### src/rtl/frame_streamer_if.sv
// Memory-read and pixel-stream bundle between frame_streamer (master) and
// the frame memory plus downstream consumer (slave).
interface frame_streamer_if #(
  parameter int DATA_WIDTH = 8,
  parameter int ADDR_WIDTH = 14
);
  logic                    mem_rd_en;
  logic [ADDR_WIDTH-1:0]   mem_addr;
  logic [3*DATA_WIDTH-1:0] mem_rdata;
  logic                    sink_ready;
  logic                    shift_en;
  logic [3*DATA_WIDTH-1:0] data_out;
  logic                    sof;

  modport master (
    output mem_rd_en, mem_addr, shift_en, data_out, sof,
    input  mem_rdata, sink_ready
  );

  modport slave (
    input  mem_rd_en, mem_addr, shift_en, data_out, sof,
    output mem_rdata, sink_ready
  );
endinterface

### src/rtl/frame_streamer.sv
// Streams one raster-order RGB frame from a synchronous-read memory, then
// appends FLUSH_CYCLES zero pixels to drain the downstream window, then pulses done.
module frame_streamer #(
  parameter int WIDTH        = 100,
  parameter int HEIGHT       = 100,
  parameter int DATA_WIDTH   = 8,
  parameter int ADDR_WIDTH   = 14,
  parameter int FLUSH_CYCLES = 202
) (
  input  logic clk,
  input  logic rst,
  input  logic start,
  output logic busy,
  output logic done,
  frame_streamer_if.master bus
);
  localparam int NPIX = WIDTH * HEIGHT;
  localparam int FCW  = (FLUSH_CYCLES > 1) ? $clog2(FLUSH_CYCLES) : 1;
  localparam logic [ADDR_WIDTH-1:0] ADDR_LAST  = ADDR_WIDTH'(NPIX - 1);
  localparam logic [FCW-1:0]        FLUSH_LAST = FCW'((FLUSH_CYCLES > 0) ? FLUSH_CYCLES - 1 : 0);

  typedef enum logic [2:0] {IDLE, STREAM, FLUSH, DRAIN, DONE} state_t;

  state_t                state, state_nx;
  logic [ADDR_WIDTH-1:0] addr, addr_nx, last_addr;
  logic [FCW-1:0]        flush_cnt, flush_nx;
  logic                  issue, rd;
  logic                  rd_q, shift_q, sof_q;

  always_ff @(posedge clk or posedge rst) begin
    if (rst) begin
      state     <= IDLE;
      addr      <= '0;
      flush_cnt <= '0;
      last_addr <= '0;
      rd_q      <= 1'b0;
      shift_q   <= 1'b0;
      sof_q     <= 1'b0;
    end else begin
      state     <= state_nx;
      addr      <= addr_nx;
      flush_cnt <= flush_nx;
      if (rd) last_addr <= addr;
      rd_q      <= rd;
      shift_q   <= issue;
      sof_q     <= rd && (addr == '0);
    end
  end

  always_comb begin
    state_nx = state;
    addr_nx  = addr;
    flush_nx = flush_cnt;
    issue    = ((state == STREAM) || (state == FLUSH)) && bus.sink_ready;
    rd       = issue && (state == STREAM);
    case (state)
      IDLE:   if (start) state_nx = STREAM;
      STREAM: if (issue) begin
                if (addr == ADDR_LAST) begin
                  addr_nx  = '0;
                  state_nx = (FLUSH_CYCLES == 0) ? DRAIN : FLUSH;
                end else begin
                  addr_nx = addr + 1'b1;
                end
              end
      FLUSH:  if (issue) begin
                if (flush_cnt == FLUSH_LAST) begin
                  flush_nx = '0;
                  state_nx = DRAIN;
                end else begin
                  flush_nx = flush_cnt + 1'b1;
                end
              end
      DRAIN:  state_nx = DONE;
      DONE:   state_nx = IDLE;
      default: state_nx = IDLE;
    endcase
  end

  // Address bus holds the last issued address between reads.
  assign bus.mem_rd_en = rd;
  assign bus.mem_addr  = rd ? addr : last_addr;
  assign bus.shift_en  = shift_q;
  assign bus.sof       = sof_q;
  assign bus.data_out  = rd_q ? bus.mem_rdata : '0;
  assign busy          = (state != IDLE);
  assign done          = (state == DONE);
endmodule

### src/flat_wrapper.sv
// flat-port wrapper written by rule: the top's interface ports become plain ports
module frame_streamer_flat 
#(
  parameter int WIDTH        = 100,
  parameter int HEIGHT       = 100,
  parameter int DATA_WIDTH   = 8,
  parameter int ADDR_WIDTH   = 14,
  parameter int FLUSH_CYCLES = 202
)
  (clk, rst, start, busy, done, bus_mem_rd_en, bus_mem_addr, bus_shift_en, bus_data_out, bus_sof, bus_mem_rdata, bus_sink_ready);
  frame_streamer_if #(.DATA_WIDTH(DATA_WIDTH), .ADDR_WIDTH(ADDR_WIDTH)) bus_i ();
  input  logic clk;
  input  logic rst;
  input  logic start;
  output logic busy;
  output logic done;
  output wire logic [$bits(bus_i.mem_rd_en)-1:0] bus_mem_rd_en;
  output wire logic [$bits(bus_i.mem_addr)-1:0] bus_mem_addr;
  output wire logic [$bits(bus_i.shift_en)-1:0] bus_shift_en;
  output wire logic [$bits(bus_i.data_out)-1:0] bus_data_out;
  output wire logic [$bits(bus_i.sof)-1:0] bus_sof;
  input wire logic [$bits(bus_i.mem_rdata)-1:0] bus_mem_rdata;
  input wire logic [$bits(bus_i.sink_ready)-1:0] bus_sink_ready;
  assign bus_mem_rd_en = bus_i.mem_rd_en;
  assign bus_mem_addr = bus_i.mem_addr;
  assign bus_shift_en = bus_i.shift_en;
  assign bus_data_out = bus_i.data_out;
  assign bus_sof = bus_i.sof;
  assign bus_i.mem_rdata = bus_mem_rdata;
  assign bus_i.sink_ready = bus_sink_ready;
  frame_streamer #(.WIDTH(WIDTH), .HEIGHT(HEIGHT), .DATA_WIDTH(DATA_WIDTH), .ADDR_WIDTH(ADDR_WIDTH), .FLUSH_CYCLES(FLUSH_CYCLES)) u_core (.clk(clk), .rst(rst), .start(start), .busy(busy), .done(done), .bus(bus_i));
endmodule
### config.mk
export PLATFORM = sky130hd
export DESIGN_NAME = frame_streamer_flat
export DESIGN_NICKNAME = d
export VERILOG_FILES = /design/src/rtl/frame_streamer_if.sv /design/src/rtl/frame_streamer.sv /design/src/flat_wrapper.sv
export SDC_FILE = /design/constraint.sdc
export NUM_CORES = 1
export LEC_CHECK = 0
export BUFFER_PORTS_ARGS = -buffer_cell sky130_fd_sc_hd__buf_2
export CORE_MARGIN = 5
export CORE_UTILIZATION = 47
export CTS_BUF_LIST = sky130_fd_sc_hd__clkbuf_8
export DETAILED_ROUTE_END_ITERATION = 12
export MAX_ROUTING_LAYER = met4
export PLACE_DENSITY = 0.79
export SKIP_CTS_REPAIR_TIMING = 1
export SYNTH_ARGS = -nofsm -noshare
export SYNTH_HDL_FRONTEND = slang
export SYNTH_SLANG_ARGS = --single-unit
### constraint.sdc
create_clock -name clk -period 2.05 [get_ports clk]
set_clock_uncertainty 0.2 [all_clocks]
set_input_delay 0.205 -clock clk [delete_from_list [all_inputs] [get_ports clk]]
set_output_delay 0.205 -clock clk [all_outputs]
set_load 0.005 [all_outputs]
==> results of run 1 <==
## cell type report
cell class / instances / share of cell area
multi-input cells: 167 / 0.377
inverters: 8 / 0.0115
clock inverters: 3 / 0.00644
clock buffers: 5 / 0.0253
well taps: 52 / 0.0239
repair buffers: 84 / 0.170
flip-flops and latches: 42 / 0.386
## worst paths after layout
kind,startpoint,to,slack [ns],cells after the start
min in group asynchronous,rst,u_core.last_addr[7],0.37,4
worst max register to register,u_core.state[1],u_core.addr[13],0.10,5
worst min-delay path,bus_sink_ready,u_core.bus.shift_en,0.04,2
max in group asynchronous,rst,u_core.state[2],0.93,4
worst max-delay path,u_core.state[1],bus_mem_addr[0],0.08,4
worst min register to register,u_core.last_addr[5],u_core.last_addr[5],0.27,2
## kinds of logic after synthesis
family,count (synthesis)
and+or+nand+nor,130
DFF,42
buffers and inverters,18
AOI/OAI and AO/OA,16
xor gates and xnor gates,15
adders and majority gates,4
muxes,2
## per-layer routing
layer	vias up	wire (um)	share of wire	GRT usage
li1	923	-	-	-
met1	843	1960	0.42	0.199
met2	80	2120	0.45	0.255
met3	9	537	0.11	0.0475
met4	0	70	0.015	0.0653
met5	-	0	0	-
## power by group through the flow
stage,sequential [uW],clock [uW],combinational (uW)
after floorplan,947,0,102
after global placement,963,0,141
after detailed placement,963,0,146
after CTS,947,533,147
after global routing,960,573,173
final,948,523,148
## synthesized netlist by cell type (all sizes together)
library cell	count
a21o	1
clkbuf	7
xor2	6
and4b	1
or3b	2
clkinv	1
nor4	2
mux2	1
buf	3
or3	3
nand2	49
nor3b	3
and4	3
o21ai	6
mux2i	1
and3	4
a21oi	2
nand4bb	1
xnor2	9
or2	1
and2	26
nand3	6
ha	4
dfrtp	42
nor3	4
or4	1
and4bb	1
o221ai	1
o211ai	1
nand3b	1
nand4	7
o22ai	1
o31ai	3
nor2	13
nand2b	1
nor4b	1
o2111ai	1
inv	7
## state kept, by name (all words and copies together) (netlist names)
register,cells
u_core.addr,14
u_core.rd_q,1
u_core.last_addr,14
u_core.bus.sof,1
u_core.state,3
u_core.bus.shift_en,1
u_core.flush_cnt,8
## placed cells by master, fill, tap and decap left out, types with 2 or more instances in the layout
master    Yosys  final
buf_4         0     12
and3_1        4      4
o21ai_0       4      3
nor2_1       13     13
inv_1         7      8
nor3b_1       3      3
or3b_1        2      2
or3_1         3      3
buf_2         2     70
o21ai_1       2      3
clkinv_2      1      2
ha_1          4      4
clkbuf_8      0      5
xnor2_1       9      9
nor3_1        4      4
nand4_1       7      7
dfrtp_1      42     42
and2_1       26     26
a21oi_1       2      2
o31ai_1       3      3
nand3_1       5      5
and4_1        3      3
nand2_1      49     49
nor4_2        2      2
xor2_1        6      6
## stage by stage
step / cell area [um^2] / hold slack [ns] / worst slack, ns / utilization / cells
final: 2720 / 0.0372 / 0.0825 / 0.621 / 361
after global routing: 2720 / 0.0536 / -0.00367 / 0.621 / 361
after CTS: 2680 / -0.163 / -0.105 / 0.611 / 357
after detailed placement: 2590 / 0.161 / 0.107 / 0.591 / 349
after global placement: 2590 / 0.157 / 0.125 / 0.591 / 349
after floorplan: 2150 / 0.164 / 0.0984 / - / 227
==> key figures, run 1 <==
Logic synthesis
  • Avg Cell Area, Syn: ~9.5 um^2
  • Register area share after synthesis: 0.489
  • Simple logic cell fraction of the synthesized area: 0.333
  • Compound-cell area share of the yosys netlist: 0.0471
  • Synth Area in XOR/XNOR: 0.0611
  • Mux contribution to synthesized area: 0.00989
  • YS warnings: 0
  • Mapped Cells: roughly 230
  • Seq cells post-synth: 42
  • Syn Nets: 259
  • Synth area leaders: dfrtp_1 (49%), nand2_1 (8.6%), and2_1 (7.6%), xnor2_1 (3.7%), xor2_1 (2.4%)
  • Post-Synth Adder-Cell Area: 0.0233
  • Post-synth cell types: 42
  • Post-synth top area share: 0.489
  • Main combinational cell family by area after synthesis: simple AND/OR/NAND/NOR gates
  • Mapped Area: 2150 um^2
  • Dominant cell type by area after synthesis: dfrtp_1

Timing
  • Setup TNS: 0 ns
  • Worst-margin pin slew: between 0.5 and 0.6 ns
  • Max-slew headroom: 0.657
  • Final hold viol count: 0
  • Fmax: 508 MHz
  • Period minus WS final: about 2.0 ns
  • Period Utilization, post-route: 0.960
  • Max Transition Viols Final: 0
  • Final Setup Violations: 0

Floorplanning
  • Core area: between 4000 and 5000 um^2
  • Die span in y: about 78 um
  • Die Width: 77.6 um
  • Site row count: 24
  • Die ar.: approximately 6000 um^2
  • IO Pins: between 70 and 80
  • Initial Util: 0.491

Drt
  • 1st-pass router iterations: 4
  • Violation count after the first detailed-route iteration: 85
  • DRT Wirelength: 4690 um
  • Vias/cell: approximately 5
  • Wire per inst: 13.0 um
  • # DRC: 0
  • Via count: roughly 1900
  • Antenna Nets Post-Route: 0

Power and ir drop
  • NetSw: 423 uW
  • Switching share of power: 0.262
  • Maximum vdd ir drop: 443 uV
  • Leak pwr: 0.00149 uW
  • Power Dens Cells: ~590 nW/um^2
  • Sequential Power Share: 0.586
  • Logic pwr share: 0.091
  • Power Total: roughly 1600 uW
  • Clock power share: 0.323
  • Int Power: 1200 uW

CTS
  • TritonCTS clock tree: built
  • H-tree lvl count: 2
  • Root Driver: clkbuf_8
  • CTS Buffer Depth: 2
  • CTS Sinks: between 40 and 50
  • Skew-Pair Late Insertion Delay: about 0.30 ns
  • Num CTS Buffers: 5
  • Clock Pin Slew Worst Setup and Hold Paths: approximately 0.07 ns

Layout
  • Reg area: roughly 1100 um^2
  • Fillcell total: between 300 and 400
  • Layout cell share with drive strength beyond 1: 0.317
  • Layout area overhead: 26.5%
  • Ant diodes: 0
  • Multi-input gate area: 1030 um^2
  • Nets: 340

Setup path
  • Critical path arrival: 1.56 ns
  • Crit-path max FO: 11
  • Kind of critical path: reg -> out
  • Crit path required time: 1.64 ns
  • Critical path startpoint category: register
  • Critical-path top delay cell: dfrtp_1
  • Crit-path leading delay family: flip-flops
  • Worst Setup End Kind: output port
  • Critical Path Max Stage Delay: ~0.4 ns
  • Worst path bufs/invs: 2
  • CP Cell Sequence: nand4bb_4 > buf_4 > o21ai_0 > buf_2

Placed design
  • HPWL after DPL: 3490 um
  • Port bufs: 70
  • Gpl congestion: about 0.83

Job
  • Max-Cap Viols: 0

GRT
  • Initial antenna violation count: 0
  • Tot GR Track Use: 0.163
  • First-pass GRT wire length: ~8000 um
  • Total grt overflow: 0
  • Vias in the first global route: ~1700
  • Largest net degree at the start of global routing: between 40 and 50

Hold path
  • HP Class: in -> reg

Status
  • Status: complete, no violations
Power figures use the tool's default switching activity.
==> inputs of run 2 (changes only) <==
--- a/config.mk
+++ b/config.mk
@@ -12,6 +12,7 @@
 export DETAILED_ROUTE_END_ITERATION = 12
 export MAX_ROUTING_LAYER = met4
 export PLACE_DENSITY = 0.79
+export SETUP_SLACK_MARGIN = 0.3
 export SKIP_CTS_REPAIR_TIMING = 1
 export SYNTH_ARGS = -nofsm -noshare
 export SYNTH_HDL_FRONTEND = slang
==> run 2 against run 1 <==
Die area stayed put. Clock power grew 27%. Combinational power is 11% higher. Global-route usage grew 0.28 points. Via count increased by 7.5%. Worst hold slack got worse by 0.013 ns. Worst setup slack better by 0.039 ns. Power rose by 10%. Design area rose by 14%. Sequential power rose by 0.7%. Critical path type is now reg -> reg. Critical endpoint is now u_core.addr[10]. Largest cell class is now multi-input gates.
==> key figures, run 2 (synthesis gave the netlist of run 1 again) <==
Layout
  • Finished Core Util: 0.706 (+0.0853)
  • Nets: 351 (+3.2%)
  • Cell area after layout: 3100 um^2 (+14%)
  • Layout area overhead: 43.9%
  • Fillcell total: 296 (-24%)
  • Commonest cells after routing, fill and taps aside: buf_2 (63), dfrtp_1 (38), nand2_1 (28), and2_1 (25), buf_4 (19)
  • Post-route insts no fill: 372 (+3.0%)
  • Biggest registers after layout: u_core.addr (14), u_core.last_addr (14), u_core.flush_cnt (8)
  • Most common cell after layout, fill and taps aside: buf_2
  • Ant diodes: 0 (unchanged)
  • Layout cell share with drive strength beyond 1: 0.475 (+0.158)

CTS
  • Num CTS Buffers: 5 (unchanged)
  • TritonCTS clock tree: built
  • Root Driver: clkbuf_8
  • H-tree lvl count: 2 (unchanged)
  • Skew-Pair Late Insertion Delay: 0.31 ns (about the same)
  • CTS Buffer Depth: 2 (unchanged)
  • CTS Sinks: 42 (unchanged)
  • Clock Pin Slew Worst Setup and Hold Paths: 0.09 ns (+0.02 ns)

Power and ir drop
  • Maximum vdd ir drop: 461 uV (+4.0%)
  • Switching share of power: 0.254 (-0.00791)
  • Sequential Power Share: 0.535 (-0.051)
  • Int Power: 1330 uW (+12%)
  • Logic pwr share: 0.093 (+0.002)
  • Power Dens Cells: 577 nW/um^2 (-3.0%)
  • Leak pwr: 0.00166 uW (+11%)
  • NetSw: 453 uW (+7.0%)
  • Clock power share: 0.373 (+0.050)

Setup path
  • Worst r2r src: u_core.state[1]
  • Cell count of the worst reg-to-reg path: 6 (+1)
  • Capture point of the worst reg-to-reg path: u_core.addr[10]
  • Crit-path max FO: 5 (-6)
  • Flop-to-flop setup slack: 0.12 ns (+0.02 ns)
  • CP Cell Sequence: nand4bb_4 > clkinv_4 > buf_4 > nand3_4 > or4_4 > a21oi_2
  • Critical path arrival: 1.96 ns (+0.40 ns)
  • Crit path required time: 2.09 ns (+0.45 ns)
  • Kind of critical path: reg -> reg
  • Worst Setup End Kind: register
  • Worst path bufs/invs: 2 (unchanged)
  • Crit-path leading delay family: simple AND/OR/NAND/NOR gates
  • Critical path startpoint category: register
  • Critical-path top delay cell: or4_4
  • Critical Path Max Stage Delay: 0.50 ns (+0.11 ns)

Placed design
  • Port bufs: 70 (unchanged)
  • Post-Place Cells: 345 (-1.1%)
  • Area after DPL: 2560 um^2 (-1.1%)
  • Gpl congestion: 0.858 (+3.6%)
  • HPWL after DPL: 3440 um (-1.7%)

Floorplanning
  • Die ar.: 6030 um^2 (unchanged)
  • Initial Util: 0.491 (unchanged)
  • Die span in y: 77.6 um (unchanged)
  • IO Pins: 71 (unchanged)
  • Site row count: 24 (unchanged)
  • Die Width: 77.6 um (unchanged)
  • Core area: 4380 um^2 (unchanged)

Hold path
  • Hold Crit Depth: 2 (unchanged)
  • HP Class: in -> reg
  • Worst Hold Launch: bus_sink_ready
  • Hold path endpoint: u_core.bus.shift_en

GRT
  • Largest net degree at the start of global routing: 43 (unchanged)
  • Vias in the first global route: 1683 (-2.9%)
  • Tot GR Track Use: 0.166 (+0.00276)
  • Total grt overflow: 0 (unchanged)
  • First-pass GRT wire length: 7970 um (-0.18%)
  • Initial antenna violation count: 0 (unchanged)

Drt
  • Antenna Nets Post-Route: 0 (unchanged)
  • Violation count after the first detailed-route iteration: 134 (+58%)
  • Wire per inst: 14.9 um (+14%)
  • # DRC: 0 (unchanged)
  • 1st-pass router iterations: 4 (unchanged)
  • DRT Wirelength: 5530 um (+18%)
  • Vias/cell: 5.36 (+4.3%)
  • Via count: 1994 (+7.5%)

Job
  • Max-Cap Viols: 0 (unchanged)

Status
  • Status: complete, no violations

Timing
  • RSZ-0062 raised after global routing: true
  • Max Transition Viols Final: 0 (unchanged)
  • Max-slew headroom: 0.656 (about the same)
  • Final Setup Violations: 0 (unchanged)
  • Period minus WS final: 1.93 ns (-0.0386 ns)
  • Period Utilization, post-route: 0.941 (-0.0188)
  • Worst-margin pin slew: 0.515 ns (+0.000802 ns)
  • Final hold viol count: 0 (unchanged)
  • Fmax: 518 MHz (+2.0%)
run 2: per-stage QoR:
stage | setup WS [ns] | power [uW] | setup TNS (ns) | hold WS [ns]
2_1_floorplan | 0.223 | 1050 | 0 | 0.164
3_3_place_gp | 0.197 | 1110 | 0 | 0.160
3_5_place_dp | 0.146 | 1110 | 0 | 0.161
4_1_cts | -0.0531 | 1770 | -0.466 | -0.170
5_1_grt | 0.0957 | 1880 | 0 | 0.0253
6_report | 0.121 | 1790 | 0 | 0.0240
run 2: power groups by stage:
stage	Clock, uW	Combinational, uW	Sequential (uW)
floorplan	0	102	947
global placement	0	143	962
detailed placement	0	151	962
CTS	676	151	947
global route	725	190	969
finish	666	165	955
run 2: how the worst max path moves through the flow:
stage	from	slack, ns	to	cells past startpoint
2_1_floorplan	u_core.addr[0]	0.22	u_core.state[0]	6
3_3_place_gp	u_core.addr[0]	0.20	u_core.state[0]	5
3_5_place_dp	u_core.addr[0]	0.15	u_core.state[0]	5
4_1_cts	u_core.state[0]	-0.05	bus_mem_addr[4]	6
5_1_grt	u_core.state[1]	0.1	u_core.addr[10]	6
6_report	u_core.state[1]	0.12	u_core.addr[10]	6
run 2: cell type report:
cell class                      count  area, um^2  area share
Multi-Input combinational cell    167        1200       0.387
Inverter                            8        35.0      0.0113
Timing Repair Buffer               95         629       0.203
Tap cell                           52        65.1      0.0210
Sequential cell                    42        1060       0.341
Clock inverter                      3        43.8      0.0141
Clock buffer                        5        68.8      0.0222
run 2: layer usage:
metal | vias up | share of wire | track usage
met5 | - | 0 | -
met4 | 0 | 0.019 | 0.0619
met3 | 9 | 0.12 | 0.0602
met2 | 111 | 0.48 | 0.260
met1 | 929 | 0.38 | 0.196
li1 | 945 | - | -
run 2: worst register-to-register path, delay by kind of cell (launching register included):
kind | cells | cell delay (ns)
and+or+nand+nor | 3 | 0.86
buffers and inverters | 2 | 0.26
AOI/OAI and AO/OA | 1 | 0.16
DFF | 1 | 0.38
